==> src/rtl/uart_bridge_pkg.sv <==
// Shared state encoding, strobe constants and default register map for the UART APB bridge.
// The RD_* states only exist when UART_RX_DRAIN_EN is defined.
package uart_bridge_pkg;

  typedef enum logic [2:0] {
    IDLE      = 3'd0,
    ST_SETUP  = 3'd1,
    ST_ACCESS = 3'd2,
    WR_SETUP  = 3'd3,
    WR_ACCESS = 3'd4
`ifdef UART_RX_DRAIN_EN
    ,
    RD_SETUP  = 3'd5,
    RD_ACCESS = 3'd6
`endif
  } state_t;

  localparam logic [3:0]  PSTRB_WR        = 4'b0001;
  localparam logic [3:0]  PSTRB_RD        = 4'b0000;
  localparam logic [31:0] DEF_ADDR_DATA   = 32'h0000_0000;
  localparam logic [31:0] DEF_ADDR_STATUS = 32'h0000_0008;

  function automatic logic [31:0] byte_word(input logic [7:0] b);
    return {24'h0, b};
  endfunction

endpackage

==> src/rtl/uart_apb_stream_bridge.sv <==
// APB master feeding uart_top: polls status, writes each held TX byte once the TX FIFO has room.
// Define UART_RX_DRAIN_EN to also poll RXNE and drain RX bytes onto the m_* stream.
module uart_apb_stream_bridge
  import uart_bridge_pkg::*;
#(
  parameter logic [31:0] ADDR_DATA   = DEF_ADDR_DATA,
  parameter logic [31:0] ADDR_STATUS = DEF_ADDR_STATUS,
  parameter int          TXNF_BIT    = 0,
  parameter int          RXNE_BIT    = 3,
  parameter int          TO_CYCLES   = 16
) (
  input  logic        pclk,
  input  logic        preset_n,
  input  logic        s_valid,
  input  logic [7:0]  s_data,
  output logic        s_ready,
  output logic        m_valid,
  output logic [7:0]  m_data,
  input  logic        m_ready,
  output logic [31:0] paddr,
  output logic        psel,
  output logic        penable,
  output logic        pwrite,
  output logic [31:0] pwdata,
  output logic [3:0]  pstrb,
  input  logic [31:0] prdata,
  input  logic        pready,
  input  logic        pslverr,
  output logic        err_sticky
);

  localparam int CW = (TO_CYCLES > 2) ? $clog2(TO_CYCLES) : 1;

  state_t          state;
  logic            held;
  logic [7:0]      hold_byte;
  logic [CW-1:0]   to_cnt;
  logic            timeout, done, fail, ok, txnf, poll_req;

  assign s_ready = ~held;
  // penable is high exactly in the ACCESS states, so it doubles as the "in access" flag
  assign timeout = penable && !pready && (to_cnt == CW'(TO_CYCLES - 1));
  assign done    = pready || timeout;
  assign fail    = (pready && pslverr) || timeout;
  assign ok      = pready && !pslverr;
  assign txnf    = prdata[TXNF_BIT];

`ifdef UART_RX_DRAIN_EN
  logic       rx_vld;
  logic [7:0] rx_dat;
  logic       rxne;
  logic       unused_ok;
  assign m_valid   = rx_vld;
  assign m_data    = rx_dat;
  assign rxne      = prdata[RXNE_BIT];
  assign poll_req  = held || !rx_vld;
  assign unused_ok = ^prdata[31:8];
`else
  logic unused_ok;
  assign m_valid   = 1'b0;
  assign m_data    = 8'h0;
  assign poll_req  = held;
  assign unused_ok = ^{prdata, prdata[RXNE_BIT], m_ready};
`endif

  always_ff @(posedge pclk or negedge preset_n) begin
    if (!preset_n) begin
      state      <= IDLE;
      held       <= 1'b0;
      hold_byte  <= 8'h0;
      to_cnt     <= '0;
      psel       <= 1'b0;
      penable    <= 1'b0;
      pwrite     <= 1'b0;
      paddr      <= '0;
      pwdata     <= '0;
      pstrb      <= '0;
      err_sticky <= 1'b0;
`ifdef UART_RX_DRAIN_EN
      rx_vld     <= 1'b0;
      rx_dat     <= 8'h0;
`endif
    end else begin
      if (s_valid && !held) begin
        held      <= 1'b1;
        hold_byte <= s_data;
      end
      if (penable && !pready) to_cnt <= to_cnt + CW'(1);
      if (penable && fail) err_sticky <= 1'b1;
`ifdef UART_RX_DRAIN_EN
      if (rx_vld && m_ready) rx_vld <= 1'b0;
`endif
      case (state)
        IDLE: if (poll_req) begin
          psel   <= 1'b1;
          pwrite <= 1'b0;
          paddr  <= ADDR_STATUS;
          pwdata <= '0;
          pstrb  <= PSTRB_RD;
          state  <= ST_SETUP;
        end
        ST_SETUP: begin
          penable <= 1'b1;
          to_cnt  <= '0;
          state   <= ST_ACCESS;
        end
        ST_ACCESS: if (done) begin
          penable <= 1'b0;
          // TX has priority over RX when both FIFOs are ready
          if (ok && held && txnf) begin
            pwrite <= 1'b1;
            paddr  <= ADDR_DATA;
            pwdata <= byte_word(hold_byte);
            pstrb  <= PSTRB_WR;
            state  <= WR_SETUP;
          end
`ifdef UART_RX_DRAIN_EN
          else if (ok && rxne && !rx_vld) begin
            paddr <= ADDR_DATA;
            state <= RD_SETUP;
          end
`endif
          else begin
            psel  <= 1'b0;
            state <= IDLE;
          end
        end
        WR_SETUP: begin
          penable <= 1'b1;
          to_cnt  <= '0;
          state   <= WR_ACCESS;
        end
        WR_ACCESS: if (done) begin
          psel    <= 1'b0;
          penable <= 1'b0;
          held    <= 1'b0;
          state   <= IDLE;
        end
`ifdef UART_RX_DRAIN_EN
        RD_SETUP: begin
          penable <= 1'b1;
          to_cnt  <= '0;
          state   <= RD_ACCESS;
        end
        RD_ACCESS: if (done) begin
          psel    <= 1'b0;
          penable <= 1'b0;
          if (ok) begin
            rx_vld <= 1'b1;
            rx_dat <= prdata[7:0];
          end
          state <= IDLE;
        end
`endif
        default: begin
          psel    <= 1'b0;
          penable <= 1'b0;
          state   <= IDLE;
        end
      endcase
    end
  end

endmodule
==> config.mk <==
export PLATFORM = sky130hd
export DESIGN_NAME = uart_apb_stream_bridge
export DESIGN_NICKNAME = d
export VERILOG_FILES = /design/src/rtl/uart_bridge_pkg.sv /design/src/rtl/uart_apb_stream_bridge.sv
export SDC_FILE = /design/constraint.sdc
export NUM_CORES = 1
export LEC_CHECK = 0
export CORE_ASPECT_RATIO = 1.2
export CORE_MARGIN = 1.5
export CORE_UTILIZATION = 36
export CTS_CLUSTER_DIAMETER = 120
export CTS_CLUSTER_SIZE = 20
export DETAILED_ROUTE_END_ITERATION = 12
export HOLD_SLACK_MARGIN = 0.02
export PLACE_DENSITY = 0.84
export SLEW_MARGIN = 20
export SYNTH_ARGS = -nofsm -noshare
export SYNTH_HDL_FRONTEND = slang
export SYNTH_SLANG_ARGS = --single-unit
==> constraint.sdc <==
create_clock -name pclk -period 1.6 [get_ports pclk]
set_input_delay 0.32 -clock pclk [delete_from_list [all_inputs] [get_ports pclk]]
set_output_delay 0.32 -clock pclk [all_outputs]
set_load 0.01 [all_outputs]
# Word-level counts from Yosys, hierarchy flattened

Index checks and enable logic that the tools add are counted.

Multiplexer cells: 32
Eq/ne operators: 11
Bitwise operators: 3
$add $sub $neg: 1
Reductions and logical operators: 22

Operator list:

| cell                | number |
|---|---|
| $mux 32             | 6 |
| $pmux 32 s2         | 2 |
| $mux 4              | 5 |
| $pmux 3 s5          | 1 |
| $mux 1              | 10 |
| $ne 2x2->1 const B  | 5 |
| $mux 3              | 3 |
| $logic_and 1x1->1   | 8 |
| $pmux 4 s2          | 1 |
| $eq 3x2->1 const B  | 2 |
| $reduce_and 5->1    | 1 |
| $add 4x1->4 const B | 1 |
| $eq 4x4->1 const B  | 1 |
| $pmux 1 s4          | 1 |
| $reduce_and 4->1    | 1 |
| $reduce_bool 2->1   | 2 |
| $reduce_or 2->1     | 2 |
| $eq 3x1->1 const B  | 1 |
| $eq 3x3->1 const B  | 1 |
| $logic_not 1->1     | 3 |
| $logic_not 3->1     | 1 |
| $not 1->1           | 3 |
| $pmux 1 s3          | 1 |
| $reduce_and 3->1    | 1 |
| 5 further kinds     | 6 |

Output and inout port bits: 82
Register bits after elaboration: 88

# Logic depth before layout (Yosys ltp)

Depth in word-level cells: 7
Gate-level depth with buffers: 5
Gate-level depth less buffers: 4

# Worst setup path before layout

OpenSTA, ideal clock, no wires.

Path type: register to register
Start: register held
End: register hold_byte[0]
Clock period less this slack: 1.217 ns
Arrival: 1.093 ns
Slack: 0.383 ns
Stages on the path, launching flop included: 5
Path through: dfrtp_1 > buf_4 > nor2b_1 > buf_2 > mux2_2

Word-level cells in the longest chain between the ends: 2

Ends and longest elaborated chain:

| item                   | RTL line                      | source |
|---|---|---|
| from (decl)            | uart_apb_stream_bridge.sv:35  | `logic held;` |
| from (signal assigned) | uart_apb_stream_bridge.sv:69  | `held <= 1'b0;` |
| from (signal assigned) | uart_apb_stream_bridge.sv:85  | `held <= 1'b1;` |
| from (signal assigned) | uart_apb_stream_bridge.sv:136 | `held <= 1'b0;` |
| $logic_not 1->1        | uart_apb_stream_bridge.sv:84  | `if (s_valid && !held) begin` |
| $logic_and 1x1->1      | uart_apb_stream_bridge.sv:84  |  |
| to (signal assigned)   | uart_apb_stream_bridge.sv:86  | `hold_byte <= s_data;` |
| to (decl)              | uart_apb_stream_bridge.sv:36  | `logic [7:0] hold_byte;` |

Every way passes these cells.
A chain may end at the register's enable or synchronous reset.

# Worst setup path in the final report

Start: register pwdata[4]
End: output pwdata[4]

RTL lines:

| item                   | RTL line                      | source |
|---|---|---|
| from (decl)            | uart_apb_stream_bridge.sv:24  | `output logic [31:0] pwdata,` |
| from (signal assigned) | uart_apb_stream_bridge.sv:113 | `pwdata <= byte_word(hold_byte);` |

No word-level cell between the ends.

==> key figures <==
Global routing
  – Number of global-route vias before repair: 1,167
  – First-pass GRT wire length: 5420 µm
  – Total gr overflow: 0
  – Initial antenna violation count: 0
  – Pin count of the biggest net entering global routing: 30
  – GRT Total Usage: 0.118

Setup path
  – Slowest CP cell: clkdlybuf4s50_1
  – Reg2Reg Setup Slack: 180 ps
  – Crit-path leading delay family: buffers and inverters
  – Nature of the critical path startpoint: flop
  – Worst path bufs/invs: 1
  – R2R Path Start: to_cnt[0]$_DFFE_PN0P_
  – Largest stage delay, worst path: 560 ps
  – Crit path cell chain: clkdlybuf4s50_1
  – Critical path depth: 1
  – R2r worst-path depth: 4
  – Setup crit start: pwdata[4]$_DFFE_PN0P_
  – Reg-to-reg endpoint: state[1]$_DFFE_PN0P_
  – Crit path DAT: approximately 1300 ps
  – Worst setup EP type: output port
  – Crit Path Max Fanout: 3
  – Setup CP Type: reg -> out
  – Req. time, crit path: 1280 ps
  – Critical path destination: pwdata[4]

Synth
  – Syn. warnings: 0
  – Yosys reg bits: 29
  – Syn Inst Count: 197
  – Post-synth EDFFs: 0
  – Asr flop ratio synth: 1.00
  – Synth unique cells: 33
  – Mean area per synthesized cell: 9.60 µm²
  – Largest area contributor in the netlist: dfrtp_1
  – Ys flop type: dfrtp_1
  – Post-synthesis sequential area ratio: 0.384
  – Synthesized area: 0.00189 mm²
  – Yosys top cell area share: 0.384
  – Main area contributors after synthesis: dfrtp_1 38%, buf_4 27%, mux2_2 4.8%

Layout
  – Ant diodes: 0
  – Area Growth Syn to Fin: 11.7%
  – Util after Layout: 0.422
  – Layout cells sized above 1: 0.124
  – Final nets: 280

Hold path
  – HP Class: in -> async

Power
  – Leakage: 0.000997 µW
  – Power Internal: 1890 µW
  – Sequential power share: 0.406
  – Logic pwr share: 0.374
  – Psw: 1110 µW
  – Clk pwr share: 0.220
  – Switching Fraction: 0.370
  – Tot Pwr: 3000 µW
  – PwrDens: 1420 mW/mm²
  – Maximum vdd drop: 752 µV

Placement
  – HPWL after DPL: between 2000 and 2500 µm
  – IO Port Bufs: 28
  – GPL Wtd Cong: around 0.79

Route
  – Post-route ant nets: 0
  – First-pass DRT Iterations: 4
  – Routed vias: 1,333
  – Drc violations: 0
  – Routed WL: between 3000 and 4000 µm
  – Initial drt markers: 38
  – Drt wl/cell: roughly 11 µm
  – Vias/cell: ~4.5

Run
  – Max-cap violation count: 0

Floorplan
  – Die H: between 80 and 90 µm
  – Starting Density: 0.377
  – CORE AREA: 0.00501 mm²
  – Top Ports: 128
  – Die area: 0.00570 mm²
  – Row cnt: 28
  – Chip width: ~69 µm

Clock network
  – TritonCTS clock tree: done
  – CTS Buffer Depth: 2
  – Hold_buf cts: 0
  – Clock sink count: 29
  – Skew-Pair Late Insertion Delay: 280 ps
  – Clk slew on worst S/H paths: 60 ps
  – Clock root buffer master: clkbuf_8
  – H-Tree Depth: 2
  – Total CTS buffers: 5

STA
  – Max frequency: 638 MHz
  – Final hold vios: 0
  – Slew Limit Fails: 0
  – Unrepaired setup endpoints after global routing: no
  – Final setup violation count: 0
  – Post-Route Skew: 7.53 ps
  – Fin crit share: 0.980
  – Final min period: 1570 ps
  – Hold_ws: roughly 420 ps

Status
  – Status: complete, no violations
## flip-flops by register name, summed over array words and instances, names as in the netlist
name,flops
err_sticky,1
held,1
hold_byte,8
paddr,1
penable,1
psel,1
pstrb,1
pwdata,8
state,3
to_cnt,4
## layer usage
metal  vias to the layer above  routed length, µm  track usage
met4                         0                 42       0.0510
met1                       645               1390        0.138
met3                         5                210       0.0231
met2                        77               1680        0.213
met5                         -                  0            0
li1                        606                  -            -
## through the flow
stage	cells	worst slack [ps]	setup TNS (ps)	instance area [µm²]
3_3_place_gp	286	-4.55	-11.6	2010
2_1_floorplan	263	383	0	2140
6_report	294	32.8	0	2110
3_5_place_dp	286	-40.6	-326	2010
4_1_cts	294	20.5	0	2110
5_1_grt	294	15.5	0	2110
## Yosys cell counts (all sizes together), types with 2 or more instances
cell	number
a21oi	3
o211ai	8
nor2b	3
a31oi	4
dfrtp	29
mux2i	2
xor2	3
nor2	7
inv	6
buf	74
mux2	8
nand2	10
nand3	12
o21ai	12
## worst register-to-register path, cell delays in order (launching register included)
cell	delay, ps
dfrtp_1	410
ha_1	240
a41oi_1	370
o21ai_0	160
a21oi_1	170
## cell type report
cell class | count | area [µm²]
clock buffers | 7 | 96.3
clock inverters | 1 | 5.00
fillers | 468 | 2900
inverters | 6 | 22.5
multi-input cells | 153 | 831
flip-flops and latches | 29 | 726
well taps | 60 | 75.1
repair buffers | 38 | 357
## power by group through the flow
stage | Combinational [µW] | Sequential, µW | Clock, µW
finish | 1120 | 1220 | 661
global route | 1230 | 1250 | 713
CTS | 1120 | 1210 | 678
detailed placement | 1120 | 1230 | 0
global placement | 1080 | 1210 | 0
floorplan | 898 | 1180 | 0
## cells in the final DEF (no fill, tap or decap), types with 2 or more instances in the layout
cell             instances
a31oi_1                  4
dfrtp_1                 29
nand3_1                 11
o211ai_1                 8
mux2_2                   8
nor2b_1                  3
clkdlybuf4s50_1         26
a21oi_1                  3
mux2i_1                  2
inv_1                    6
clkbuf_8                 7
conb_1                  67
xor2_1                   3
nor2_1                   7
nand2_1                 10
buf_4                   10
o21ai_0                 12
## logic make-up after synthesis
kind of cell / Yosys count / synth area share
DFF: 29 / 0.384
other: 1 / 0.00198
xor gates and xnor gates: 3 / 0.0139
muxes: 10 / 0.0582
AOI/OAI and AO/OA: 33 / 0.113
and+or+nand+nor: 39 / 0.115
adders and majority gates: 1 / 0.00662
buffers and inverters: 81 / 0.308
## how the worst min path moves through the flow
stage	startpoint	to	slack, ps	cells past startpoint
after floorplan	preset_n	err_sticky$_DFFE_PN0P_	20	0
after global placement	err_sticky$_DFFE_PN0P_	err_sticky$_DFFE_PN0P_	480	2
after detailed placement	err_sticky$_DFFE_PN0P_	err_sticky$_DFFE_PN0P_	500	2
after CTS	preset_n	state[1]$_DFFE_PN0P_	430	2
after global routing	preset_n	psel$_DFFE_PN0P_	460	2
final	preset_n	state[1]$_DFFE_PN0P_	420	2
## timing repair
action | CTS | global route
setup endpoints to repair | 1 | 1
gates resized for setup | 1 | 1
setup buffers | 0 | 0
gates cloned | 0 | 0
(Power assumes the default switching activity.)
==> variant, RTL diff (same settings) <==
Build with the macro `UART_RX_DRAIN_EN` defined.
--- a/src/rtl/uart_bridge_pkg.sv
+++ b/src/rtl/uart_bridge_pkg.sv
@@ -1,5 +1,7 @@
 // Shared state encoding, strobe constants and default register map for the UART APB bridge.
 // The RD_* states only exist when UART_RX_DRAIN_EN is defined.
+`define UART_RX_DRAIN_EN
+
 package uart_bridge_pkg;
 
   typedef enum logic [2:0] {
Formal check against the unedited RTL: not equivalent (a bounded check fails within 4 cycles, from zero or initial values and one cycle with preset_n low).
==> variant against the original RTL <==
  * Synthesized area grew 9.9%
  * Hold slack improved by 36 ps
  * First-iteration DRC count fell by 13%
  * Design area rose by 23%
  * Wire length increased by 11%
  * Sequential cell count increased by 9
  * Power grew 39%
  * Worst setup slack improved by 29 ps
==> variant: results (changes against the original RTL) <==
Sequential power = 1.57 mW (+29%)
Layout non-clock buf frac = 21.2% (+4.4 points)
CTS H-tree depth = 2 (unchanged)
Register area share after synthesis = 45.8% (+7.4 points)
Cell internal pwr = 2.88 mW (+52%)
Peak VDD IR = 0.000887 V (+18%)
Global routing usage on met3 = 3.95% (+1.6 points)
Vias in the first global route = 1242 (+6.4%)
Max Fanout on Critical Path = 2 (-1)
Num sequential = 38 (+31%)
Routed vias = 1314 (-1.4%)
Register Area = 952 µm² (+31%)
Grt met2 use = 21.4% (+0.13 points)
CTS clk-pin slew, worst paths = 80 ps (+20 ps)
Non-CTS inverters = 4 (-2)
Top cells by count, synth = 59 x buf_4, 38 x dfrtp_1, 9 x nor2_1
Drt pass-1 iters = 6 (+2)
Syn Area/Cell = 11.4 µm² (+18%)
Clk power = 1.00 mW (+51%)
Largest net degree at the start of global routing = 21 (-30%)
Multi-input logic cell count = 135 (-12%)
Post-synth cell types = 45 (+36%)
GR Util All Layers = 12.6% (+0.79 points)
Fraction of area in multi-input gates = 32.9% (-6.4 points)
Final Skew = 10.3 ps (+2.77 ps)
Clock buffer count = 6 (-1)
Leak Pwr = 1.27 nW (+27%)
GP Congestion = 0.732 (-7.5%)
Outcome = completed
Synth top area cells = dfrtp_1 46%, buf_4 21%, mux2_4 5.8%
Layout cell share with drive strength beyond 1 = 17.8% (+5.4 points)
DP HPWL = 2770 µm (+12%)
M1 GR Usage = 14.7% (+0.92 points)
Post-DR wirelength/cell = 12.1 µm (+6.4%)
Layout net count = 288 (+2.9%)
Non-clock buffer count = 57 (+50%)
Critical Path AT = 1220 ps (-30 ps)
Port bufs = 45 (+61%)
Worst hold path type = reg2reg
# fillers = 541 (+16%)
[variant: per-layer routing]
layer	wire (µm)	up-vias
li1	-	616
met1	1530	625
met2	1870	65
met3	215	8
met4	70	0
met5	0	-
[variant: kinds of logic after synthesis]
| logic type | Yosys count | share of synthesized area (%) |
|---|---|---|
| and+or+nand+nor | 30 | 8.67 |
| adders and majority gates | 1 | 0.602 |
| buffers and inverters | 67 | 23.6 |
| DFF | 38 | 45.8 |
| other | 1 | 0.180 |
| muxes | 17 | 10.6 |
| xor gates and xnor gates | 3 | 1.26 |
| AOI/OAI and AO/OA | 26 | 9.33 |
[variant: per-stage QoR]
| step | setup WS, ps | cells | setup TNS [ps] | power [mW] | utilization [%] |
|---|---|---|---|---|---|
| floorplan | 282 | 240 | 0 | 2.58 | - |
| global placement | -176 | 294 | -2510 | 3.07 | 42.9 |
| detailed placement | -181 | 294 | -2980 | 3.13 | 42.9 |
| CTS | 33.0 | 305 | 0 | 4.19 | 45.9 |
| global route | 7.51 | 306 | 0 | 4.44 | 46.1 |
| finish | 61.3 | 306 | 0 | 4.15 | 46.1 |
[variant: what timing repair did]
action                                  CTS  global route
hold buffers                              1             0
pin swaps                                 0             0
endpoints found under the setup margin    2            10
endpoints found under the hold margin    19             0
resized for setup                         2             2
setup buffers                             2             1
[variant: final timing paths]
kind | endpoint | startpoint | cells past startpoint | slack (ps)
setup / recovery | psel | psel | 1 | 60
hold / removal | err_sticky | err_sticky | 1 | 460
setup reg to reg | pwdata[6] | held | 5 | 150
hold reg to reg | err_sticky | err_sticky | 1 | 460
max in group asynchronous | pwdata[3] | preset_n | 3 | 610
min in group asynchronous | psel | preset_n | 2 | 520
